### src/rtl/accum_step_gen_pkg.sv
// Shared constants, FSM encoding and sizing helper for the accumulator step generator.
package accum_step_gen_pkg;

    localparam int unsigned DefaultWidth          = 8;
    localparam int unsigned DefaultDebounceCycles = 500000;
    localparam int unsigned DefaultRepeatDelay    = 25000000;
    localparam int unsigned DefaultRepeatPeriod   = 5000000;

    // Short timings so simulation reaches repeats in tens of cycles.
    localparam int unsigned SimDebounceCycles = 4;
    localparam int unsigned SimRepeatDelay    = 20;
    localparam int unsigned SimRepeatPeriod   = 8;

    typedef enum logic [1:0] {
        StIdle,
        StHeld,
        StRepeat
    } step_state_e;

    // Bits needed to count from 0 to n-1.
    function automatic int unsigned cnt_width(input int unsigned n);
        return (n <= 2) ? 1 : $clog2(n);
    endfunction

endpackage

### src/rtl/accum_step_gen_key_debounce.sv
// Two-flop synchronizer plus level debouncer for an active-low key; emits registered
// one-cycle press/release pulses alongside the accepted level.
module accum_step_gen_key_debounce
    import accum_step_gen_pkg::*;
#(
    parameter int unsigned DebounceCycles = DefaultDebounceCycles
) (
    input  logic clk_i,
    input  logic rst_ni,
    input  logic key_n_i,
    output logic stable_n_o,
    output logic press_o,
    output logic release_o
);

    localparam int unsigned CntW = cnt_width(DebounceCycles);

    logic            sync1_q;
    logic            sync2_q;
    logic            stable_n_q;
    logic            press_q;
    logic            release_q;
    logic [CntW-1:0] cnt_q;

    always_ff @(posedge clk_i or negedge rst_ni) begin
        if (!rst_ni) begin
            sync1_q    <= 1'b1;
            sync2_q    <= 1'b1;
            stable_n_q <= 1'b1;
            press_q    <= 1'b0;
            release_q  <= 1'b0;
            cnt_q      <= '0;
        end else begin
            sync1_q   <= key_n_i;
            sync2_q   <= sync1_q;
            press_q   <= 1'b0;
            release_q <= 1'b0;
            if (sync2_q == stable_n_q) begin
                cnt_q <= '0;
            end else if (cnt_q == CntW'(DebounceCycles - 1)) begin
                stable_n_q <= sync2_q;
                cnt_q      <= '0;
                press_q    <= ~sync2_q;
                release_q  <= sync2_q;
            end else begin
                cnt_q <= cnt_q + 1'b1;
            end
        end
    end

    assign stable_n_o = stable_n_q;
    assign press_o    = press_q;
    assign release_o  = release_q;

endmodule

### src/rtl/accum_step_gen.sv
// Turns a debounced push-button into one-cycle add strobes with optional auto-repeat,
// latching the switch operand and counting issued steps.
module accum_step_gen
    import accum_step_gen_pkg::*;
#(
    parameter int unsigned WIDTH           = DefaultWidth,
    parameter int unsigned DEBOUNCE_CYCLES = DefaultDebounceCycles,
    parameter int unsigned REPEAT_DELAY    = DefaultRepeatDelay,
    parameter int unsigned REPEAT_PERIOD   = DefaultRepeatPeriod
) (
    input  logic             clock,
    input  logic             reset,
    input  logic             key_n,
    input  logic [WIDTH-1:0] sw_in,
    input  logic             repeat_en,
    output logic             step,
    output logic [WIDTH-1:0] operand,
    output logic [WIDTH-1:0] step_count,
    output logic             key_held
);

    localparam int unsigned RptMax = (REPEAT_DELAY > REPEAT_PERIOD) ? REPEAT_DELAY
                                                                    : REPEAT_PERIOD;
    localparam int unsigned RptW   = cnt_width(RptMax);

    logic            stable_n;
    logic            key_press;
    logic            key_release;
    step_state_e     state_q;
    logic [RptW-1:0] rpt_cnt_q;
    logic [RptW-1:0] rpt_limit;
    logic            wait_delay_q;

    accum_step_gen_key_debounce #(
        .DebounceCycles(DEBOUNCE_CYCLES)
    ) u_key_debounce (
        .clk_i     (clock),
        .rst_ni    (reset),
        .key_n_i   (key_n),
        .stable_n_o(stable_n),
        .press_o   (key_press),
        .release_o (key_release)
    );

    // Re-enabling repeat after a pause in REPEAT waits the full initial delay again.
    always_comb begin
        rpt_limit = RptW'(REPEAT_PERIOD - 1);
        if (state_q == StHeld || wait_delay_q) begin
            rpt_limit = RptW'(REPEAT_DELAY - 1);
        end
    end

    always_ff @(posedge clock or negedge reset) begin
        if (!reset) begin
            state_q      <= StIdle;
            rpt_cnt_q    <= '0;
            wait_delay_q <= 1'b0;
            step         <= 1'b0;
            operand      <= '0;
            step_count   <= '0;
        end else begin
            step <= 1'b0;
            case (state_q)
                StIdle: begin
                    rpt_cnt_q    <= '0;
                    wait_delay_q <= 1'b0;
                    if (key_press) begin
                        step       <= 1'b1;
                        operand    <= sw_in;
                        step_count <= step_count + WIDTH'(1);
                        state_q    <= StHeld;
                    end
                end
                StHeld, StRepeat: begin
                    if (key_release) begin
                        state_q   <= StIdle;
                        rpt_cnt_q <= '0;
                    end else if (!repeat_en) begin
                        rpt_cnt_q <= '0;
                        if (state_q == StRepeat) begin
                            wait_delay_q <= 1'b1;
                        end
                    end else if (rpt_cnt_q == rpt_limit) begin
                        step         <= 1'b1;
                        operand      <= sw_in;
                        step_count   <= step_count + WIDTH'(1);
                        state_q      <= StRepeat;
                        rpt_cnt_q    <= '0;
                        wait_delay_q <= 1'b0;
                    end else begin
                        rpt_cnt_q <= rpt_cnt_q + 1'b1;
                    end
                end
                default: state_q <= StIdle;
            endcase
        end
    end

    assign key_held = ~stable_n;

endmodule

### config.mk
export PLATFORM = sky130hd
export DESIGN_NAME = accum_step_gen
export DESIGN_NICKNAME = d
export VERILOG_FILES = /design/src/rtl/accum_step_gen_pkg.sv /design/src/rtl/accum_step_gen_key_debounce.sv /design/src/rtl/accum_step_gen.sv
export SDC_FILE = /design/constraint.sdc
export NUM_CORES = 1
export LEC_CHECK = 0
export BUFFER_PORTS_ARGS = -buffer_cell sky130_fd_sc_hd__buf_4
export CORE_UTILIZATION = 54
export CTS_BUF_LIST = sky130_fd_sc_hd__clkbuf_16
export DETAILED_ROUTE_END_ITERATION = 7
export PLACE_DENSITY_LB_ADDON = 0.12
export SKIP_LAST_GASP = 1
export SYNTH_ARGS = -nofsm -noshare
export SYNTH_HDL_FRONTEND = slang
export SYNTH_HIERARCHICAL = 1
export SYNTH_SLANG_ARGS = --single-unit
### constraint.sdc
create_clock -name clock -period 3.2 [get_ports clock]
set_clock_uncertainty 0.15 [all_clocks]
set_input_delay 0.64 -clock clock [delete_from_list [all_inputs] [get_ports clock]]
set_output_delay 0.64 -clock clock [all_outputs]
set_load 0.01 [all_outputs]
* Word-level counts from Yosys, hierarchy flattened
Index checks and enable logic that the tools add are counted.
** Storage, ports and cells
- Bits in registers :: 69
- Bits in latches :: 0
- Bits in writable memories :: 0
- Bits in read-only memories :: 0
- Bits of input ports :: 12
- Output and inout port bits :: 18
- Memories :: 0
** Operators by class
- Add/subtract/negate cells :: 3
- $mul :: 0
- Divide/modulo/power cells :: 0
- Order comparisons :: 0
- Eq/ne operators :: 13
- Shift operators :: 0
- Muxes and demuxes :: 36
- Bitwise logic cells :: 3
- Reductions and logical operators :: 8
** Operators by type and width (count)
- two-way mux 25 bit :: 4
- two-way mux 8 bit :: 8
- case mux 25 bit (2 select lines) :: 1
- two-way mux 19 bit :: 2
- case mux 8 bit (2 select lines) :: 2
- adder 25 x 1 -> 25 bit, second input constant :: 1
- equality test 25 bit :: 1
- adder 19 x 1 -> 19 bit, second input constant :: 1
- equality test 19 bit, second input constant :: 1
- two-way mux 1 bit :: 12
- adder 8 x 1 -> 8 bit, second input constant :: 1
- two-way mux 2 bit :: 4
- != test 2 bit, second input constant :: 3
- != test 3 x 2 -> 1 bit, second input constant :: 2
- != test 3 bit, second input constant :: 2
- AND reduction 5 bit :: 1
- case mux 1 bit (2 select lines) :: 2
- case mux 2 bit (2 select lines) :: 1
- AND reduction 4 bit :: 1
- NOT 1 bit :: 3
- AND reduction 3 bit :: 1
- equality test 2 x 1 -> 1 bit, second input constant :: 1
- equality test 2 bit, second input constant :: 1
- logical NOT 2 bit :: 1
- 6 further kinds :: 6

* Longest topological paths before layout
- Word-level depth :: 8
- Mapped depth :: 9

* By module
Netlist, hierarchy kept.
** By module, submodules not included
- accum_step_gen :: instances 1, cells an instance 247, area an instance 2376.0 um^2
- accum_step_gen_key_debounce :: instances 1, cells an instance 112, area an instance 1154.9 um^2

* Worst setup path before layout
Ideal clock, no wire load.
- Path type :: register -> register
- From :: register rpt_cnt_q[7]
- To :: register operand[1]
- Setup time :: 0.125 ns
- Data arrival time :: 2.841 ns
- Data required time :: 2.925 ns
- Path slack :: 0.084 ns
- Cell stages (with the launch flop) :: 7
- Cells stage by stage :: dfrtp_1 > or4_1 > or4_1 > a2111o_1 > a221oi_4 > buf_6 > mux2_2
** Between the ends
- Longest elaborated chain between the ends :: 3
** RTL lines
- from (decl) :: RTL line accum_step_gen.sv:30 : logic [RptW-1:0] rpt_cnt_q;
- from (signal assigned) :: RTL line accum_step_gen.sv:91 : rpt_cnt_q <= rpt_cnt_q + 1'b1;
- equality test 25 bit :: RTL line accum_step_gen.sv:83 : end else if (rpt_cnt_q == rpt_limit) begin
- != test 2 bit (no line)
- AND reduction 5 bit (no line)
- to (signal assigned) :: RTL line accum_step_gen.sv:69 : operand <= sw_in;
- to (signal assigned) :: RTL line accum_step_gen.sv:85 : operand <= sw_in;
- to (decl) :: RTL line accum_step_gen.sv:17 : output logic [WIDTH-1:0] operand,
Every way passes these cells.
A chain may end at the register's enable or synchronous reset.

* Worst setup path in the final report
- From :: register rpt_cnt_q[10]
- To :: register operand[4]
Same word-level chain as after synthesis.

==> run metrics <==
Synth area leaders dfrtp_1 (47%), xnor2_1 (4.7%), nand4_1 (3.9%); Mapped Cells 359; CP Buf/Inv Count 1; Pwr Total 1.877 mW; Via density 5.933; Leakage 1.708 nW; DR iter-0 viols 191; # IOs 30; family with the most delay on the worst path simple AND/OR/NAND/NOR gates; synthesis-to-finish area growth 17.43%; Die Area 6866 sq um; initial antenna violation count 0; vias in the first global route 2,756; Max Cap Viol 0; Setup-failing EPs final 0; Total Wirelength 7.406 mm; hold-fix buffers at CTS 0; clk_lat worst skew 330 ps; Critical Path Start Type flip-flop; cell accounting for the most synthesized area dfrtp_1; Final Hold Fails 0; Post-synth EDFFs 0; Max Slew Vio Count 0; Starting Density 55.93%; most frequent cell after synthesis dfrtp_1; fill cell count 517; #FFs+latches synth 69; top cells by count, synth dfrtp_1 (66), nand2_1 (31), nor2_1 (31); area share of the leading cell type in the synthesized netlist 46.78%; slew margin rel. 42.78%; postcts setup bufs 0; Die H 82.86 um; clock tree sinks 69; Worst Hold Class reg2reg; overall overflow remaining after global route 0; placer congestion estimate 0.8233; port buffer count 29; CP cell instances or4_1 -> or4_1 -> a2111o_1 -> a221oi_4 -> buf_12 -> mux2_2; Avg WL per Cell 15.53 um; Synth warnings 6; crit path max-delay cell type or4_1; first-pass GRT wire length 12.93 mm; status complete, no violations; Power Density 452.7 nW/um^2; worst-margin pin slew 858.4 ps; Crit Path Max Fanout 16; Avg Cell Area, Syn 9.835 sq um; Largest stage delay, worst path 540 ps; CTS Buf Count 9; Worst-path clk slew 50 ps; CTS tree done; Crit path top cell by count or4_1; GRT Util Overall 23.49%; clock tree root driver cell clkbuf_16; library cells used by synthesis 52; H-tree depth 3; core area 6314 sq um; Syn Nets 378; Synth async-reset ratio 100.0%; ys flop type dfrtp_1; layout cell share with drive strength beyond 1 17.75%; maximum vdd drop 0.0003998 V; # DRC 0; drt pass-1 iters 4; kind of critical path reg2reg; largest net degree at the start of global routing 70; area of the multi-input gates 1692 sq um; Antenna Nets Post-Route 0; row count 29; Post-DP HPWL 4.951 mm; Die Wd 82.86 um; clk buf depth 2; Final Net Count 415; post-CTS sizing 0; CP required 3260 ps; mapped cell area 3531 sq um; ANT cells 0; minimum clock period 3039 ps; RSZ-0062 raised after global routing false; Fin Setup TNS 0 ps; CP endpoint kind flip-flop; vias post-DR 2,830; FF+latch area 1730 sq um; Tcrit/Tclk final 94.98%; maximum clock rate 329.0 MHz; data arrival time of the critical path 3100 ps; Seq/Total Area, Yosys 49.01%
## flip-flops by register name, indices dropped and copies added, names as in the netlist
| name | flops |
|---|---|
| u_key_debounce/press_o | 1 |
| u_key_debounce/sync2_q | 1 |
| step | 1 |
| wait_delay_q | 1 |
| state_q | 2 |
| u_key_debounce/sync1_q | 1 |
| u_key_debounce/stable_n_o | 1 |
| operand | 8 |
| u_key_debounce/release_o | 1 |
| u_key_debounce/cnt_q | 19 |
| rpt_cnt_q | 25 |
| step_count | 8 |
## worst reg2reg max path: stages (launching register included)
cell and delay (ps):
dfrtp_1 410, or4_1 530, or4_1 540, a2111o_1 420, a221oi_4 350, buf_12 180, mux2_2 340
## area by class of cell
| class | instances | area share, % |
|---|---|---|
| Inverter | 15 | 1.358 |
| Clock inverter | 6 | 1.177 |
| Tap cell | 77 | 2.323 |
| Multi-Input combinational cell | 263 | 40.80 |
| Sequential cell | 69 | 41.73 |
| Timing Repair Buffer | 38 | 7.182 |
| Clock buffer | 9 | 5.431 |
## path summary, 6_finish.rpt
path | from | to | slack, ps | cells past startpoint
min | u_key_debounce/sync1_q$_DFF_PN1_ | u_key_debounce/sync2_q$_DFF_PN1_ | 210 | 0
max in group asynchronous | reset | operand[6]$_DFFE_PN0P_ | 2070 | 1
max reg2reg | rpt_cnt_q[10]$_DFFE_PN0P_ | operand[4]$_DFFE_PN0P_ | 160 | 6
min reg2reg | u_key_debounce/sync1_q$_DFF_PN1_ | u_key_debounce/sync2_q$_DFF_PN1_ | 210 | 0
min in group asynchronous | reset | rpt_cnt_q[4]$_DFFE_PN0P_ | 260 | 1
max | rpt_cnt_q[10]$_DFFE_PN0P_ | operand[4]$_DFFE_PN0P_ | 160 | 6
## metrics by stage
stage / setup WS [ps] / cell area [sq um] / util (%) / cells / hold WS, ps
after floorplan: 84.17 / 3531 / - / 359 / 194.4
after global placement: 116.3 / 3872 / 61.34 / 462 / 196.3
after detailed placement: 61.72 / 3872 / 61.34 / 462 / 197.9
after CTS: 59.09 / 4146 / 65.68 / 477 / 207.9
after global routing: 70.60 / 4146 / 65.68 / 477 / 209.8
final: 160.6 / 4146 / 65.68 / 477 / 206.4
## per-layer routing
| metal | track usage [%] | vias up | routed length, um |
|---|---|---|---|
| li1 | - | 1373 | - |
| met3 | 5.169 | 11 | 280 |
| met4 | 9.561 | 0 | 104 |
| met5 | 0 | - | 0 |
| met1 | 30.74 | 1373 | 3277 |
| met2 | 38.00 | 73 | 3744 |
## cell families (layout without fill, tap and decap cells)
group	Yosys count	count (layout)	synth area share (%)
compound gates	59	59	11.02
simple gates	158	158	23.78
xor+xnor	24	24	5.953
mux	15	15	4.607
buf+inv	27	68	3.154
flops	69	69	49.01
fa+ha+maj	7	7	2.480
## placed cells by master (no fill, tap or decap), types with 4 or more instances in the layout
master and instances:
or3_1 10, buf_4 37, and2_1 4, a31oi_1 6, mux2i_1 5, a21oi_1 21, clkbuf_16 9, nand3_1 21
mux2_2 10, xnor2_1 19, dfrtp_1 66, nor3_1 9, nand4_1 22, and3_1 5, nor4_1 4, xor2_1 5
ha_1 7, nor2_1 30, inv_1 17, o21ai_0 15, nand2_1 31
## power breakdown
group / internal, mW / switching (mW) / total [mW]
logic: 0.0226 / 0.0313 / 0.0540
registers: 0.884 / 0.00844 / 0.892
clock network: 0.584 / 0.347 / 0.931
total: 1.49 / 0.386 / 1.88
Note: power is estimated with default switching activity, not from simulation.
